[src/rtl/interrupt_sequencer_pkg.sv]
// Shared types and default sizing for the interrupt entry / RTI sequencer.
// The PC is always stacked as two data words, so the PC width is twice the data width.
package intr_pkg;

    localparam int DEFAULT_DATA_W  = 16;
    localparam int DEFAULT_PC_W    = 2 * DEFAULT_DATA_W;
    localparam int DEFAULT_FLAGS_W = 4;

    // Address of the vector's high word; the low word follows it.
    localparam logic [DEFAULT_PC_W-1:0] DEFAULT_VECTOR_ADDR = '0;

    typedef enum logic [3:0] {
        IDLE,
        I_PUSH_HI,
        I_PUSH_LO,
        I_PUSH_FLG,
        I_VEC_HI,
        I_VEC_LO,
        R_POP_FLG,
        R_POP_LO,
        R_POP_HI
    } state_t;

endpackage

[src/rtl/interrupt_sequencer.sv]
// Hardware interrupt-entry and RTI sequencer: stacks/unstacks PC and CCR through the
// data-memory port and loads the PC from the vector, stalling the pipeline while busy.
module interrupt_sequencer
    import intr_pkg::*;
#(
    parameter int                PC_W        = DEFAULT_PC_W,
    parameter int                DATA_W      = DEFAULT_DATA_W,
    parameter int                FLAGS_W     = DEFAULT_FLAGS_W,
    parameter logic [PC_W-1:0]   VECTOR_ADDR = DEFAULT_VECTOR_ADDR
) (
    input  logic               clk,
    input  logic               reset,
    input  logic               intr_req,
    input  logic               rti,
    input  logic [PC_W-1:0]    pc_in,
    input  logic [FLAGS_W-1:0] flags_in,
    input  logic [PC_W-1:0]    sp_in,
    input  logic [DATA_W-1:0]  mem_rdata,
    output logic               busy,
    output logic               flush,
    output logic               mem_we,
    output logic               mem_re,
    output logic [PC_W-1:0]    mem_addr,
    output logic [DATA_W-1:0]  mem_wdata,
    output logic               sp_we,
    output logic [PC_W-1:0]    sp_out,
    output logic               pc_load,
    output logic [PC_W-1:0]    pc_out,
    output logic               flags_load,
    output logic [FLAGS_W-1:0] flags_out
);

    localparam logic [PC_W-1:0] OFF_1 = PC_W'(1);
    localparam logic [PC_W-1:0] OFF_2 = PC_W'(2);
    localparam logic [PC_W-1:0] OFF_3 = PC_W'(3);

    state_t state;
    state_t state_next;
    state_t cur_state;

    logic               accept_rti;
    logic               accept_intr;
    logic               pending;
    logic [PC_W-1:0]    pc_r;
    logic [PC_W-1:0]    sp_r;
    logic [FLAGS_W-1:0] flags_r;
    logic [DATA_W-1:0]  word_r;

    logic [PC_W-1:0]    pc_base;
    logic [PC_W-1:0]    sp_base;
    logic [FLAGS_W-1:0] flags_base;

    // The acceptance cycle already performs the first step, so it works from the live inputs.
    assign pc_base    = (state == IDLE) ? pc_in    : pc_r;
    assign sp_base    = (state == IDLE) ? sp_in    : sp_r;
    assign flags_base = (state == IDLE) ? flags_in : flags_r;

    always_ff @(posedge clk or posedge reset) begin
        if (reset) begin
            state <= IDLE;
        end else begin
            state <= state_next;
        end
    end

    always_comb begin
        accept_rti  = 1'b0;
        accept_intr = 1'b0;
        cur_state   = state;
        if (state == IDLE && !reset) begin
            if (rti) begin
                accept_rti = 1'b1;
                cur_state  = R_POP_FLG;
            end else if (intr_req || pending) begin
                accept_intr = 1'b1;
                cur_state   = I_PUSH_HI;
            end
        end

        case (cur_state)
            I_PUSH_HI:  state_next = I_PUSH_LO;
            I_PUSH_LO:  state_next = I_PUSH_FLG;
            I_PUSH_FLG: state_next = I_VEC_HI;
            I_VEC_HI:   state_next = I_VEC_LO;
            R_POP_FLG:  state_next = R_POP_LO;
            R_POP_LO:   state_next = R_POP_HI;
            default:    state_next = IDLE;
        endcase
    end

    always_comb begin
        busy       = 1'b0;
        flush      = 1'b0;
        mem_we     = 1'b0;
        mem_re     = 1'b0;
        mem_addr   = '0;
        mem_wdata  = '0;
        sp_we      = 1'b0;
        sp_out     = '0;
        pc_load    = 1'b0;
        pc_out     = '0;
        flags_load = 1'b0;
        flags_out  = '0;

        case (cur_state)
            I_PUSH_HI: begin
                busy      = 1'b1;
                flush     = 1'b1;
                mem_we    = 1'b1;
                mem_addr  = sp_base;
                mem_wdata = pc_base[PC_W-1:DATA_W];
                sp_we     = 1'b1;
                sp_out    = sp_base - OFF_1;
            end
            I_PUSH_LO: begin
                busy      = 1'b1;
                mem_we    = 1'b1;
                mem_addr  = sp_base - OFF_1;
                mem_wdata = pc_base[DATA_W-1:0];
                sp_we     = 1'b1;
                sp_out    = sp_base - OFF_2;
            end
            I_PUSH_FLG: begin
                busy      = 1'b1;
                mem_we    = 1'b1;
                mem_addr  = sp_base - OFF_2;
                mem_wdata = {{(DATA_W-FLAGS_W){1'b0}}, flags_base};
                sp_we     = 1'b1;
                sp_out    = sp_base - OFF_3;
            end
            I_VEC_HI: begin
                busy     = 1'b1;
                mem_re   = 1'b1;
                mem_addr = VECTOR_ADDR;
            end
            I_VEC_LO: begin
                busy     = 1'b1;
                mem_re   = 1'b1;
                mem_addr = VECTOR_ADDR + OFF_1;
                pc_load  = 1'b1;
                pc_out   = {word_r, mem_rdata};
            end
            R_POP_FLG: begin
                busy       = 1'b1;
                mem_re     = 1'b1;
                mem_addr   = sp_base + OFF_1;
                flags_load = 1'b1;
                flags_out  = mem_rdata[FLAGS_W-1:0];
                sp_we      = 1'b1;
                sp_out     = sp_base + OFF_1;
            end
            R_POP_LO: begin
                busy     = 1'b1;
                mem_re   = 1'b1;
                mem_addr = sp_base + OFF_2;
                sp_we    = 1'b1;
                sp_out   = sp_base + OFF_2;
            end
            R_POP_HI: begin
                busy     = 1'b1;
                mem_re   = 1'b1;
                mem_addr = sp_base + OFF_3;
                pc_load  = 1'b1;
                pc_out   = {mem_rdata, word_r};
                sp_we    = 1'b1;
                sp_out   = sp_base + OFF_3;
            end
            default: ;
        endcase
    end

    // A request that cannot start now is remembered once; it fires from IDLE after the sequence.
    always_ff @(posedge clk or posedge reset) begin
        if (reset) begin
            pending <= 1'b0;
            pc_r    <= '0;
            sp_r    <= '0;
            flags_r <= '0;
            word_r  <= '0;
        end else begin
            if (accept_intr) begin
                pending <= 1'b0;
            end else if (intr_req) begin
                pending <= 1'b1;
            end

            if (accept_rti || accept_intr) begin
                pc_r    <= pc_in;
                sp_r    <= sp_in;
                flags_r <= flags_in;
            end

            if (cur_state == I_VEC_HI || cur_state == R_POP_LO) begin
                word_r <= mem_rdata;
            end
        end
    end

endmodule

[config.mk]
export PLATFORM = sky130hd
export DESIGN_NAME = interrupt_sequencer
export DESIGN_NICKNAME = d
export VERILOG_FILES = /design/src/rtl/interrupt_sequencer_pkg.sv /design/src/rtl/interrupt_sequencer.sv
export SDC_FILE = /design/constraint.sdc
export NUM_CORES = 1
export LEC_CHECK = 0
export CAP_MARGIN = 20
export CORE_ASPECT_RATIO = 1.2
export CORE_MARGIN = 2
export CORE_UTILIZATION = 45
export CTS_CLUSTER_DIAMETER = 80
export DETAILED_ROUTE_END_ITERATION = 6
export PLACE_DENSITY = 0.72
export SLEW_MARGIN = 40
export SYNTH_ARGS = -nofsm -noshare
export SYNTH_HDL_FRONTEND = slang
export SYNTH_SLANG_ARGS = --single-unit
[constraint.sdc]
create_clock -name clk -period 8.45 [get_ports clk]
set_input_delay 2.535 -clock clk [delete_from_list [all_inputs] [get_ports clk]]
set_output_delay 2.535 -clock clk [all_outputs]
set_load 0.01 [all_outputs]
* Yosys cells after proc, flatten, opt, wreduce, memory -nomap -nowiden *
Index checks and enable logic that the tools add are counted.

cells by class
  equal/unequal tests = 8
  muxes and demuxes = 26
  add/subtract/negate cells = 6
  reduce and logical (&&, ||, !) cells = 12

operator list
  cell                     number
  $pmux W32 S7             1
  $pmux W32 S6             1
  $add A32 B2 Y32 const B  2
  $mux W32                 2
  $pmux W32 S2             1
  $sub A32 B2 Y32 const B  2
  $pmux W16 S3             1
  $add A32 B1 Y32 const B  1
  $sub A32 B1 Y32 const B  1
  $pmux W4 S6              1
  $mux W4                  5
  $eq A4 B3 Y1 const B     4
  $mux W1                  14
  $eq A4 B2 Y1 const B     2
  $reduce_or A8 Y1         1
  $reduce_or A6 Y1         1
  $reduce_or A5 Y1         1
  $eq A4 B1 Y1 const B     1
  $eq A4 B4 Y1 const B     1
  $logic_not A4 Y1         1
  $logic_or A1 B1 Y1       3
  $reduce_or A3 Y1         1
  $reduce_bool A2 Y1       1
  $reduce_or A2 Y1         1
  other kinds (2)          2

word-level totals
  output and inout port bits = 123
  word-level logic and storage cells = 58
  register bits after elaboration = 89
  input bits = 88

* Logic depth before layout (Yosys ltp) *
Gate-level depths: netlist (run 1).

  word-level depth = 7
  depth in mapped cells = 17
  gate-level depth less buffers = 11

* Least setup slack after synthesis (run 1) *
Ideal clock, no wire load.

  path kind = input to output
  from = input port reset
  to = output port busy
  path buffers = 1
  required time = 5.915 ns
  cell stages on the path = 5
  setup slack = 0.175 ns
  arrival = 5.740 ns
  cells stage by stage = clkbuf_1 -> inv_1 -> nand3_1 -> o211a_1 -> or2_2

on the way
  cells in the longest elaborated chain, start to end = 6
  elaborated cells between the ends (all ways) = 13
  classes of those cells = eq/ne: 8; mux: 2; reduce/logical: 3

ends and longest elaborated chain
  element                                     RTL line                    RTL
  start, declared                             interrupt_sequencer.sv:12   input logic reset,
  $logic_not A1 Y1 (no source line) (*)       --
  $logic_and A1 B1 Y1 (*)                     interrupt_sequencer.sv:70   if (state == IDLE && !reset) begin
  $mux W4 (*)                                 interrupt_sequencer.sv:70
  $eq A4 B3 Y1, or another cell as far along  interrupt_sequencer.sv:105  case (cur_state)
  $reduce_or A8 Y1 (no source line) (*)       --
  $mux W1 (*)                                 interrupt_sequencer.sv:105
  end, declared                               interrupt_sequencer.sv:19   output logic busy,

Every way passes the cells marked *; elsewhere a longest branch is shown, timed or not.

* Worst setup path in the final report (run 1) *
  from = input port sp_in[3]
  to = output port mem_addr[25]

on the way
  cells in the longest elaborated chain, start to end = 3
  elaborated cells between the ends (all ways) = 7
  classes of those cells = add/sub: 5; mux: 2

ends and longest elaborated chain
  element                                        RTL line                    RTL
  start, declared                                interrupt_sequencer.sv:17   input logic [PC_W-1:0] sp_in,
  $mux W32 (*)                                   interrupt_sequencer.sv:55   assign sp_base = (state == IDLE) ? sp_in : sp_r;
  $add A32 B2 Y32, or another cell as far along  interrupt_sequencer.sv:162  mem_addr = sp_base + OFF_3;
  $pmux W32 S7 (*)                               interrupt_sequencer.sv:105
  end, declared                                  interrupt_sequencer.sv:23   output logic [PC_W-1:0] mem_addr,

Marks and branches as above.

==> flow_metrics.env, run 1 <==
export IMPL_setup_tns_ns=0
export IMPL_ios=211
export IMPL_synth_area_sq_um=11000
export IMPL_drcViolationCount=0
export IMPL_io_buffers=210
export IMPL_grt_max_degree=73
export IMPL_grt_total_usage_pct=40.5
export IMPL_yosysTopAreaCellShare_pct=20.3
export IMPL_synthTopCellsByArea="dfrtp_1 20%, mux2_2 10%, mux2i_1 5.7%, xnor2_1 5.5%, nand2_1 4.4%"
export IMPL_synth_fp_nets=1515
export IMPL_fmax_mhz=119
export IMPL_required_ns=5.92
export IMPL_leakage_nw=5.47
export IMPL_post_route_min_period_ns=8.37
export IMPL_min_path_type="flip-flop to flip-flop"
export IMPL_place_congestion=1.02
export IMPL_syn2layout_area_growth_pct=33.6
export IMPL_die_h_um=175
export IMPL_clk_pin_slew_ns=0.07
export IMPL_antenna_found_initial=0
export IMPL_synth_top_family_by_area="compound AO/OA/AOI/OAI gates"
export IMPL_reg2regPathDepth=4
export IMPL_synth_simple_area_share_pct=22.5
export IMPL_peakVddDrop_v=0.000439
export IMPL_holdPathStages=1
export IMPL_yosys_warnings=0
export IMPL_outcome="finished clean"
export IMPL_grt_pass1_wl_um=79300
export IMPL_die_w_um=147
export IMPL_grt_overflow=0
export IMPL_finalClockSkew_ns=0.00705
export IMPL_ys_async_sr_fraction_pct=100
export IMPL_powerDensity_nw_per_um2=438
export IMPL_synth_most_common_cell="nand2_1"
export IMPL_cts_hold_buf=0
export IMPL_routedWlPerCell_um=26.3
export IMPL_drv_cap=0
export IMPL_vias=13600
export IMPL_drive_gt1_share_pct=19.2
export IMPL_cts_buffers=9
export IMPL_num_rows=62
export IMPL_synth_common_cells="128 x nand2_1, 99 x mux2_2, 98 x clkbuf_1"
export IMPL_grt_pass1_vias=13000
export IMPL_cp_arrival_ns=5.84
export IMPL_tightest_slew_ns=0.818
export IMPL_multi_input_area_sq_um=8250
export IMPL_clockBufferDepth=2
export IMPL_die_area_sq_um=25700
export IMPL_setup_viol=0
export IMPL_synth_cells=1421
export IMPL_ys_seq_area_share_pct=20.3
export IMPL_synth_edf_count=0
export IMPL_core_area_sq_um=24000
export IMPL_fin_crit_sh_pct=99.1
export IMPL_synth_adder_area_share_pct=0.683
export IMPL_routed_wl_um=52800
export IMPL_synth_area_mux_share_pct=16.4
export IMPL_cts_tree="built"
export IMPL_synth_compound_area_share_pct=27.6
export IMPL_slew_violations=0
export IMPL_diodes=0
export IMPL_critPathMaxFanout=14
export IMPL_initial_utilization_pct=45.9
export IMPL_synth_main_ff_cell="dfrtp_1"
export IMPL_root_buffer="clkbuf_16"
export IMPL_seqCellArea_sq_um=2230
export IMPL_vias_per_cell=6.76
export IMPL_worstSetupEndpointType="primary output"
export IMPL_postRouteAntennaNets=0
export IMPL_clk_latency_ns=0.37
export IMPL_ys_ff_latch=89
export IMPL_synthDominantAreaCellType="dfrtp_1"
export IMPL_drtPass1Iterations=6
export IMPL_startpoint_type="input port"
export IMPL_synth_avg_cell_area_sq_um=7.74
export IMPL_drtIter0Drc=1346
export IMPL_num_nets_final=1774
export IMPL_critical_path_class="input port to primary output"
export IMPL_clock_sinks=89
export IMPL_dp_hpwl_um=39600
export IMPL_final_util_pct=61.3
export IMPL_hold_violations=0
export IMPL_h_tree_depth=3
export IMPL_n_fill_cell=2154
export IMPL_slew_headroom_pct=43.9
export IMPL_synth_xor_xnor_area_share_pct=7.09
export IMPL_synth_cell_type_count=79
state kept, by name, summed over array words and instances (netlist names):
signal and count:
flags_r 4, word_r 16, pending 1, pc_r 32
sp_r 32, state 4
cells in the final DEF, fill, tap and decap left out, types with 10 or more instances in the layout:
| cell | instances |
|---|---|
| a211oi_1 | 11 |
| a21o_1 | 10 |
| a21oi_1 | 69 |
| a221oi_1 | 11 |
| a222oi_1 | 14 |
| a22o_1 | 34 |
| a22oi_1 | 29 |
| a31oi_1 | 18 |
| and3_1 | 11 |
| buf_4 | 164 |
| clkdlybuf4s50_1 | 207 |
| dfrtp_1 | 89 |
| inv_1 | 14 |
| mux2_2 | 99 |
| mux2i_1 | 58 |
| nand2_1 | 127 |
| nand3_1 | 53 |
| nand4_1 | 50 |
| nor2_1 | 90 |
| nor3_1 | 46 |
| nor4_1 | 41 |
| o211ai_1 | 37 |
| o21ai_0 | 74 |
| o22ai_1 | 30 |
| o31ai_1 | 11 |
| or3_1 | 10 |
| xnor2_1 | 68 |
| xor2_1 | 20 |
metrics by stage:
| stage | setup WS, ns | hold WS (ns) | cells | cell area (sq um) | total power, mW |
|---|---|---|---|---|---|
| 2_1_floorplan | 0.175 | 0.480 | 1421 | 11000 | 3.66 |
| 3_3_place_gp | 0.0143 | 0.488 | 1984 | 14300 | 5.78 |
| 3_5_place_dp | 0.0150 | 0.495 | 1985 | 14300 | 5.84 |
| 4_1_cts | 0.00451 | 0.510 | 2001 | 14600 | 6.30 |
| 5_1_grt | -0.0223 | 0.516 | 2005 | 14700 | 6.76 |
| 6_report | 0.0782 | 0.509 | 2005 | 14700 | 6.43 |
critical path: stages:
cell             delay, ns
clkdlybuf4s50_1       0.64
buf_4                 0.31
nand4_1               0.13
mux2i_1               0.31
nand3_1               0.23
nor4_1                0.32
nor3b_1               0.22
o32ai_1               0.12
buf_4                 0.16
or3_1                 0.35
clkdlybuf4s50_1       0.51
logic make-up (layout without fill, tap and decap cells):
family,Yosys count,after routing
AO/OA/AOI/OAI,432,432
XOR/XNOR,89,89
adder cells (fa/ha/maj),6,6
buffers and inverters,150,414
flip-flops,89,89
multiplexers,166,166
AND/OR/NAND/NOR,489,489
per-layer routing:
layer  track usage, %  vias to the layer above  routed length (um)
met5                0                        -                   0
met4             25.4                        0                3960
met3             7.21                      207                4580
met2             68.4                      795               25000
met1             47.4                     6544               19300
li1                 -                     6013                   -
cell type report:
cell class	instances	area share, %
sequential	89	15.2
timing repair buffer	380	23.4
inverter	18	0.468
clock buffer	9	1.53
tap	320	2.73
clock inverter	7	0.588
multi-input combinational	1182	56.2
power breakdown:
part	leakage [nW]	internal, mW	total [mW]	switching (mW)
combinational	4.27	2.25	5.01	2.76
sequential	1.05	0.641	0.985	0.344
clock	0.154	0.235	0.437	0.202
timing repair:
action                     4_1_cts  5_1_grt
buffers inserted                 0        2
resized for setup                0       15
setup endpoints to repair        0       19
final timing paths:
path	from	to	slack, ns
max	sp_in[3]	mem_addr[25]	0.08
min	pc_r[15]	pc_r[15]	0.51
max reg2reg	state[1]	flags_r[3]	5.67
min reg2reg	pc_r[15]	pc_r[15]	0.51
max in group asynchronous	reset	pc_r[19]	4.49
min in group asynchronous	reset	state[1]	2.86
Power figures use the tool's default switching activity.
==> inputs of run 2 (changes only) <==
- GPL_TIMING_DRIVEN: unset -> 1
- SKIP_LAST_GASP: unset -> 1
==> results of run 2 <==
Same layout as run 1: the final DEF is identical, and so are final timing and power.
